### config.mk
export PLATFORM = sky130hd
export DESIGN_NAME = multicycle_ctrl_flat
export DESIGN_NICKNAME = d
export VERILOG_FILES = /design/src/rtl/riscv_pkg.sv /design/src/rtl/multicycle_ctrl_if.sv /design/src/rtl/mc_wait_timer.sv /design/src/rtl/multicycle_ctrl.sv /design/src/flat_wrapper.sv
export SDC_FILE = /design/constraint.sdc
export NUM_CORES = 1
export LEC_CHECK = 0
export CAP_MARGIN = 20
export CORE_ASPECT_RATIO = 1.75
export CORE_UTILIZATION = 44
export CTS_CLUSTER_DIAMETER = 60
export DETAILED_ROUTE_END_ITERATION = 7
export PLACE_DENSITY = 0.76
export RECOVER_POWER = 100
export SYNTH_ARGS = -nofsm -noshare
export SYNTH_HDL_FRONTEND = slang
export SYNTH_HIERARCHICAL = 1
export SYNTH_SLANG_ARGS = --single-unit
export TNS_END_PERCENT = 10
### constraint.sdc
create_clock -name clk -period 2.6 [get_ports clk]
set_input_delay 0.26 -clock clk [delete_from_list [all_inputs] [get_ports clk]]
set_output_delay 0.26 -clock clk [all_outputs]
set_load 0.02 [all_outputs]
### src/rtl/riscv_pkg.sv
// ============================================================================
//  Module   : riscv_pkg
//  Brief    : Shared controller encodings: FSM states, op_codes, mux selects.
//  Revision : 1.0
// ============================================================================
`default_nettype none

package riscv_pkg;

    typedef enum logic [3:0] {
        FETCH  = 4'd0,
        DECODE = 4'd1,
        MEMADR = 4'd2,
        MEMRD  = 4'd3,
        MEMWB  = 4'd4,
        MEMWR  = 4'd5,
        EXEC_R = 4'd6,
        EXEC_I = 4'd7,
        ALUWB  = 4'd8,
        BRANCH = 4'd9,
        JAL    = 4'd10,
        JALR   = 4'd11,
        LUI    = 4'd12,
        AUIPC  = 4'd13,
        TRAP   = 4'd14
    } state_e;

    localparam logic [6:0] c_op_load   = 7'b0000011;
    localparam logic [6:0] c_op_store  = 7'b0100011;
    localparam logic [6:0] c_op_r      = 7'b0110011;
    localparam logic [6:0] c_op_i      = 7'b0010011;
    localparam logic [6:0] c_op_branch = 7'b1100011;
    localparam logic [6:0] c_op_jal    = 7'b1101111;
    localparam logic [6:0] c_op_jalr   = 7'b1100111;
    localparam logic [6:0] c_op_lui    = 7'b0110111;
    localparam logic [6:0] c_op_auipc  = 7'b0010111;

    localparam logic [2:0] c_imm_i     = 3'b000;
    localparam logic [2:0] c_imm_s     = 3'b001;
    localparam logic [2:0] c_imm_b     = 3'b010;
    localparam logic [2:0] c_imm_j     = 3'b011;
    localparam logic [2:0] c_imm_u     = 3'b100;
    localparam logic [2:0] c_imm_shamt = 3'b101;

    localparam logic [1:0] c_alu_add    = 2'b00;
    localparam logic [1:0] c_alu_branch = 2'b01;
    localparam logic [1:0] c_alu_funct  = 2'b10;

    localparam logic [1:0] c_res_aluout = 2'b00;
    localparam logic [1:0] c_res_mem    = 2'b01;
    localparam logic [1:0] c_res_pc4    = 2'b10;
    localparam logic [1:0] c_res_imm    = 2'b11;

    localparam logic [1:0] c_srca_pc    = 2'b00;
    localparam logic [1:0] c_srca_oldpc = 2'b01;
    localparam logic [1:0] c_srca_rs1   = 2'b10;

    localparam logic [1:0] c_srcb_rs2   = 2'b00;
    localparam logic [1:0] c_srcb_imm   = 2'b01;
    localparam logic [1:0] c_srcb_four  = 2'b10;

    // States that wait on mem_ready and are guarded by the wait timer
    function automatic logic is_mem_state(input state_e s);
        return (s == FETCH) || (s == MEMRD) || (s == MEMWR);
    endfunction

endpackage

`default_nettype wire

### src/rtl/multicycle_ctrl_if.sv
// ============================================================================
//  Module   : multicycle_ctrl_if
//  Brief    : Memory request/ready handshake between controller and memory.
//  Revision : 1.0
// ============================================================================
`default_nettype none

interface multicycle_ctrl_if;
    logic mem_req;
    logic mem_we;
    logic mem_ready;

    modport master (output mem_req, output mem_we, input mem_ready);
    modport slave  (input mem_req, input mem_we, output mem_ready);
endinterface

`default_nettype wire

### src/rtl/mc_wait_timer.sv
// ============================================================================
//  Module   : mc_wait_timer
//  Brief    : Counts stalled memory cycles; flags the cycle that hits the limit.
//  Revision : 1.0
// ============================================================================
`default_nettype none

module mc_wait_timer #(
    parameter int unsigned WAIT_MAX = 15
) (
    input  wire logic clk,
    input  wire logic rst,
    input  wire logic i_clear,
    input  wire logic i_tick,
    output logic      o_expire
);

    logic [7:0] r_count_q;
    logic [7:0] w_count_d;

    always_comb begin
        w_count_d = r_count_q;
        if (i_clear) begin
            w_count_d = 8'd0;
        end else if (i_tick) begin
            w_count_d = r_count_q + 8'd1;
        end
    end

    always_ff @(posedge clk) begin
        if (rst) begin
            r_count_q <= 8'd0;
        end else begin
            r_count_q <= w_count_d;
        end
    end

    // A stalled cycle that would bring the count to WAIT_MAX is the timeout
    assign o_expire = i_tick && (r_count_q == 8'(WAIT_MAX - 1));

endmodule

`default_nettype wire

### src/rtl/multicycle_ctrl.sv
// ============================================================================
//  Module   : multicycle_ctrl
//  Brief    : Multicycle RISC-V control FSM with memory wait timeout and trap.
//             Define MC_PERF_CNT_EN to add the instret retired-instr counter.
//  Revision : 1.0
// ============================================================================
`default_nettype none

module multicycle_ctrl
    import riscv_pkg::*;
#(
    parameter int unsigned MEM_WAIT_MAX = 15
) (
    input  wire logic         clk,
    input  wire logic         reset,
    multicycle_ctrl_if.master mem_bus,
    input  wire logic [6:0]   op_code,
    input  wire logic [2:0]   funct3,
    input  wire logic         take,
    output logic              adr_src,
    output logic              ir_write,
    output logic              pc_write,
    output logic              reg_write,
    output logic [1:0]        alu_src_a,
    output logic [1:0]        alu_src_b,
    output logic [1:0]        alu_op,
    output logic [1:0]        result_src,
    output logic [2:0]        imm_src,
    output logic              trap
`ifdef MC_PERF_CNT_EN
    ,
    output logic [31:0]       instret
`endif
);

    state_e r_state_q, w_state_d;
    state_e w_out_state;
    logic   r_trap_q, w_trap_d;
    logic   w_in_mem, w_clear, w_timeout, w_ready;

    assign w_in_mem = is_mem_state(r_state_q);
    assign w_clear  = !w_in_mem || (w_state_d != r_state_q);

    mc_wait_timer #(.WAIT_MAX(MEM_WAIT_MAX)) u_wait_timer (
        .clk      (clk),
        .rst      (reset),
        .i_clear  (w_clear),
        .i_tick   (w_in_mem && !mem_bus.mem_ready),
        .o_expire (w_timeout)
    );

    always_comb begin
        w_state_d = r_state_q;
        case (r_state_q)
            FETCH:  if (mem_bus.mem_ready) w_state_d = DECODE;
                    else if (w_timeout)    w_state_d = TRAP;
            DECODE: begin
                case (op_code)
                    c_op_load, c_op_store: w_state_d = MEMADR;
                    c_op_r:                w_state_d = EXEC_R;
                    c_op_i:                w_state_d = EXEC_I;
                    c_op_branch:           w_state_d = BRANCH;
                    c_op_jal:              w_state_d = JAL;
                    c_op_jalr:             w_state_d = JALR;
                    c_op_lui:              w_state_d = LUI;
                    c_op_auipc:            w_state_d = AUIPC;
                    default:               w_state_d = TRAP;
                endcase
            end
            MEMADR: w_state_d = (op_code == c_op_store) ? MEMWR : MEMRD;
            MEMRD:  if (mem_bus.mem_ready) w_state_d = MEMWB;
                    else if (w_timeout)    w_state_d = TRAP;
            MEMWR:  if (mem_bus.mem_ready) w_state_d = FETCH;
                    else if (w_timeout)    w_state_d = TRAP;
            EXEC_R, EXEC_I: w_state_d = ALUWB;
            MEMWB, ALUWB, BRANCH, JAL, JALR, LUI, AUIPC: w_state_d = FETCH;
            TRAP:    w_state_d = TRAP;
            default: w_state_d = TRAP;
        endcase
    end

    assign w_trap_d = r_trap_q || (w_state_d == TRAP);

    always_ff @(posedge clk) begin
        if (reset) begin
            r_state_q <= FETCH;
            r_trap_q  <= 1'b0;
        end else begin
            r_state_q <= w_state_d;
            r_trap_q  <= w_trap_d;
        end
    end

    // Reset presents FETCH decode but with no request and no fetch strobes
    assign w_out_state = reset ? FETCH : r_state_q;
    assign w_ready     = mem_bus.mem_ready && !reset;
    assign trap        = r_trap_q && !reset;

    always_comb begin
        mem_bus.mem_req = 1'b0;
        mem_bus.mem_we  = 1'b0;
        adr_src         = 1'b0;
        ir_write        = 1'b0;
        pc_write        = 1'b0;
        reg_write       = 1'b0;
        alu_src_a       = c_srca_pc;
        alu_src_b       = c_srcb_rs2;
        alu_op          = c_alu_add;
        result_src      = c_res_aluout;
        imm_src         = c_imm_i;
        case (w_out_state)
            FETCH: begin
                mem_bus.mem_req = !reset;
                alu_src_b       = c_srcb_four;
                ir_write        = w_ready;
                pc_write        = w_ready;
            end
            DECODE: begin
                alu_src_a = c_srca_oldpc;
                alu_src_b = c_srcb_imm;
                imm_src   = c_imm_b;
            end
            MEMADR: begin
                alu_src_a = c_srca_rs1;
                alu_src_b = c_srcb_imm;
                imm_src   = (op_code == c_op_store) ? c_imm_s : c_imm_i;
            end
            MEMRD: begin
                mem_bus.mem_req = 1'b1;
                adr_src         = 1'b1;
            end
            MEMWR: begin
                mem_bus.mem_req = 1'b1;
                mem_bus.mem_we  = 1'b1;
                adr_src         = 1'b1;
            end
            MEMWB: begin
                reg_write  = 1'b1;
                result_src = c_res_mem;
            end
            EXEC_R: begin
                alu_src_a = c_srca_rs1;
                alu_op    = c_alu_funct;
            end
            EXEC_I: begin
                alu_src_a = c_srca_rs1;
                alu_src_b = c_srcb_imm;
                alu_op    = c_alu_funct;
                imm_src   = (funct3 == 3'b001 || funct3 == 3'b101) ? c_imm_shamt : c_imm_i;
            end
            ALUWB: reg_write = 1'b1;
            BRANCH: begin
                alu_src_a = c_srca_rs1;
                alu_op    = c_alu_branch;
                pc_write  = take;
            end
            JAL, JALR: begin
                reg_write  = 1'b1;
                pc_write   = 1'b1;
                result_src = c_res_pc4;
                alu_src_a  = (w_out_state == JAL) ? c_srca_oldpc : c_srca_rs1;
                alu_src_b  = c_srcb_imm;
                imm_src    = (w_out_state == JAL) ? c_imm_j : c_imm_i;
            end
            LUI: begin
                reg_write  = 1'b1;
                result_src = c_res_imm;
                imm_src    = c_imm_u;
            end
            AUIPC: begin
                reg_write = 1'b1;
                alu_src_a = c_srca_oldpc;
                alu_src_b = c_srcb_imm;
                imm_src   = c_imm_u;
            end
            default: ;
        endcase
    end

`ifdef MC_PERF_CNT_EN
    logic [31:0] r_instret_q, w_instret_d;

    always_comb begin
        w_instret_d = r_instret_q;
        if ((w_state_d == FETCH) && (r_state_q != FETCH)) begin
            w_instret_d = r_instret_q + 32'd1;
        end
    end

    always_ff @(posedge clk) begin
        if (reset) begin
            r_instret_q <= 32'd0;
        end else begin
            r_instret_q <= w_instret_d;
        end
    end

    assign instret = r_instret_q;
`endif

endmodule

`default_nettype wire

### src/flat_wrapper.sv
// flat-port wrapper written by rule: the top's interface ports become plain ports
module multicycle_ctrl_flat import riscv_pkg::*;
#(
    parameter int unsigned MEM_WAIT_MAX = 15
)
  (clk, reset, op_code, funct3, take, adr_src, ir_write, pc_write, reg_write, alu_src_a, alu_src_b, alu_op, result_src, imm_src, trap, mem_bus_mem_req, mem_bus_mem_we, mem_bus_mem_ready);
  multicycle_ctrl_if mem_bus_i ();
  input  wire logic clk;
  input  wire logic reset;
  input  wire logic [6:0] op_code;
  input  wire logic [2:0] funct3;
  input  wire logic take;
  output logic adr_src;
  output logic ir_write;
  output logic pc_write;
  output logic reg_write;
  output logic [1:0] alu_src_a;
  output logic [1:0] alu_src_b;
  output logic [1:0] alu_op;
  output logic [1:0] result_src;
  output logic [2:0] imm_src;
  output logic trap;
  output wire logic [$bits(mem_bus_i.mem_req)-1:0] mem_bus_mem_req;
  output wire logic [$bits(mem_bus_i.mem_we)-1:0] mem_bus_mem_we;
  input wire logic [$bits(mem_bus_i.mem_ready)-1:0] mem_bus_mem_ready;
  assign mem_bus_mem_req = mem_bus_i.mem_req;
  assign mem_bus_mem_we = mem_bus_i.mem_we;
  assign mem_bus_i.mem_ready = mem_bus_mem_ready;
  multicycle_ctrl #(.MEM_WAIT_MAX(MEM_WAIT_MAX)) u_core (.clk(clk), .reset(reset), .mem_bus(mem_bus_i), .op_code(op_code), .funct3(funct3), .take(take), .adr_src(adr_src), .ir_write(ir_write), .pc_write(pc_write), .reg_write(reg_write), .alu_src_a(alu_src_a), .alu_src_b(alu_src_b), .alu_op(alu_op), .result_src(result_src), .imm_src(imm_src), .trap(trap));
endmodule
==> flow_summary_export.csv <==
group,metric,value,unit
worst_setup_path,cpMaxStageDelayCell,"clkdlybuf4s50_1",
clocking,clock_path_buffers,2,
min_path,holdPathEnd,"u_core/r_trap_q",
clocking,cts_hold_buffers,0,
placement,place_congestion,0.888,
sta,tns,0,ns
synthesis,synth_top_area_share,21.2,%
global_routing,overflow,0,
routing,drc,0,
clocking,cts_root_buf,"clkbuf_8",
sta,max_slew.worst_pin.slew,0.534,ns
floorplanning,design.core.area,2690,um^2
synthesis,synth.area.top_cells,"dfxtp_1 (21%), nor2_1 (7.0%), a21oi_1 (6.1%)",
global_routing,grt_pass1_vias,1338,
worst_setup_path,arrival,2.21,ns
worst_setup_path,critPathKind,"flip-flop to primary output",
final_layout,diodes,0,
final_layout,post-route-util,59.7,%
placement,portBuffers,30,
min_path,hp-class,"flip-flop to flip-flop",
sta,setup_slack,0.132,ns
global_routing,grt_start_max_net_pins,26,
sta,maxSlewHeadroom,64.3,%
floorplanning,die_x,42.0,um
synthesis,synth_cell_types,56,
power,p_total,1130,uW
routing,wirelength,3230,um
synthesis,syn_nets,182,
worst_setup_path,crit_path_end_kind,"primary output",
synthesis,yosysWarnings,6,
synthesis,synth_area,1230,um^2
synthesis,yosys_register_bits,13,
floorplanning,die_area,3020,um^2
outcome,outcome,"finished clean",
synthesis,synthArstFlopShare,0,%
synthesis,avgSynthCellArea,7.41,um^2
worst_setup_path,r2r-start,"u_core/r_state_q[0]",
worst_setup_path,crit_required,2.34,ns
placement,dp_slack,-0.170,ns
clocking,clk_pin_slew_worst_paths,0.06,ns
synthesis,synth_flop_cell,"dfxtp_1",
clocking,cts_htree_levels,1,
sta,period_needed,2.47,ns
floorplanning,placementRows,25,
synthesis,yosysSeqAreaShare,21.2,%
floorplanning,die_y,71.9,um
final_layout,final_area,1610,um^2
routing,routedWlPerCell,14.2,um
worst_setup_path,crit_top_cell,"nand2_1",
clocking,cts_sinks,13,
run,drv_cap,0,
worst_setup_path,ff2ff_setup_slack,0.25,ns
routing,first_pass_iters,4,
sta,final_hold_viol_count,0,
routing,drtIter0Drc,27,
floorplanning,initial_core_util,45.7,%
routing,ant_nets,0,
placement,placed_cell_area,1570,um^2
power,leakage,0.000618,uW
min_path,min_from,"u_core/r_trap_q",
global_routing,grt_use_total,23.7,%
worst_setup_path,start_kind,"flip-flop",
clocking,cts_buffers,3,
power,p_per_area,700,nW/um^2
sta,rsz0062_at_grt,"yes",
synthesis,yosysTopAreaCell,"dfxtp_1",
sta,setup_viol,0,
worst_setup_path,cpPeakStageDelay,0.62,ns
synthesis,synth_enable_flop_cells,0,
clocking,worstSkewPairLatency,0.25,ns
worst_setup_path,rr_worst_depth,11,
synthesis,syn_inst,166,
placement,dp_hpwl,2550,um
sta,period_share,94.9,%
final_layout,syn2layout_area_growth,30.6,%
final_layout,final_layout_size_suffix_gt1_share,17.0,%
final_layout,layout.nets,217,
sta,clock.fmax,405,MHz
power,vdd.ir_drop.worst,0.383,mV
sta,slew_viol_final,0,
worst_setup_path,r2r_end,"u_core/u_wait_timer/r_count_q[1]",
global_routing,antenna_found_initial,0,
worst_setup_path,crit_chain,"buf_4 > nor2b_2 > nand2_1 > nand2_1 > nand2_1 > a21oi_1 > clkdlybuf4s50_1",
sta,finalClockSkew,0.00419,ns
routing,num_vias,1366,
worst_setup_path,cp_max_fo,17,
clocking,cts_tree,"yes",
routing,vias_per_cell,6.02,
min_path,hold_depth,2,
global_routing,grt_pass1_wl,5700,um
floorplanning,ios,32,
==> cells in the mapped netlist, types with 2 or more instances <==
library cell / instances
nand2_1: 15
dfxtp_1: 13
xor2_1: 4
nor2b_1: 2
nand3b_1: 3
nor2_1: 23
nand4_1: 2
buf_6: 2
nand3_1: 2
o31ai_1: 2
xnor2_1: 2
o21ai_0: 7
nor3_1: 10
nor4b_1: 2
inv_1: 6
a211oi_1: 3
a21oi_1: 15
nor4_1: 2
nand2b_1: 3
clkbuf_8: 3
buf_2: 3
ha_1: 2
or3_1: 4
clkbuf_1: 4
==> repair_timing <==
action,4_1_cts,5_1_grt
setup buffers,0,0
resized for setup,0,5
setup endpoints to repair,0,14
==> report_power, final <==
group | internal, uW | switching, uW
sequential | 223 | 31.5
clock | 106 | 75.8
combinational | 293 | 396
total | 622 | 503
==> worst max path at each step <==
stage                   startpoint                               end  cells past startpoint
6_report       u_core/r_state_q[1]                      alu_src_a[0]                      7
5_1_grt          mem_bus_mem_ready  u_core/u_wait_timer/r_count_q[5]                     12
4_1_cts                 op_code[2]                        imm_src[0]                      6
3_5_place_dp     mem_bus_mem_ready  u_core/u_wait_timer/r_count_q[1]                     12
3_3_place_gp     mem_bus_mem_ready  u_core/u_wait_timer/r_count_q[1]                     12
2_1_floorplan  u_core/r_state_q[1]  u_core/u_wait_timer/r_count_q[1]                     14
==> through the flow <==
stage          cells  hold slack [ns]
2_1_floorplan    166            0.463
3_3_place_gp     223            0.476
3_5_place_dp     223            0.494
4_1_cts          227            0.504
5_1_grt          227            0.534
6_report         227            0.498
==> layout by cell type (no fill, tap or decap), drive strengths merged, types with 2 or more instances in the layout <==
cell	n
a21oi	15
or3	4
dfxtp	13
o31ai	2
or2	2
a211oi	3
nor4b	3
o21ai	8
buf	13
ha	2
dlygate4sd3	13
nor2b	3
nor4	2
inv	6
xor2	4
nor2	25
nand3	2
clkdlybuf4s50	15
nand2	15
nand3b	3
xnor2	2
nor3	11
nand4	3
clkbuf	5
a31oi	2
nand2b	3
==> state kept, by name (all words and copies together) (netlist names) <==
name	cells
u_core/r_state_q	4
u_core/u_wait_timer/r_count_q	8
u_core/r_trap_q	1
==> cells by family after synthesis <==
| family | Yosys count | synth area share (%) |
|---|---|---|
| AND/OR/NAND/NOR | 82 | 37.2 |
| AO/OA/AOI/OAI | 43 | 24.4 |
| buffers and inverters | 19 | 10.1 |
| flip-flops | 13 | 21.2 |
| XOR/XNOR | 6 | 4.27 |
| adder cells (fa/ha/maj) | 2 | 2.03 |
| multiplexers | 1 | 0.814 |
==> final cells by class <==
cell class | count | area [um^2]
Fill cell | 250 | 1080
Sequential cell | 13 | 262
Multi-Input combinational cell | 134 | 857
Inverter | 6 | 22.5
Timing Repair Buffer | 43 | 385
Clock buffer | 3 | 41.3
Tap cell | 27 | 33.8
Clock inverter | 1 | 5.00
==> critical path: cells and delay by family (launching register included) <==
| kind | cells | cell delay (ns) |
|---|---|---|
| compound gates | 1 | 0.16 |
| buf+inv | 2 | 0.82 |
| flops | 1 | 0.34 |
| simple gates | 4 | 0.63 |
==> routing by layer <==
metal	routed length (um)	vias to the layer above	track usage (%)
met2	1900	41	48.6
met4	95	0	12.9
met5	0	-	0
li1	-	669	-
met1	1130	646	22.5
met3	110	10	0.746
Power figures use the tool's default switching activity.
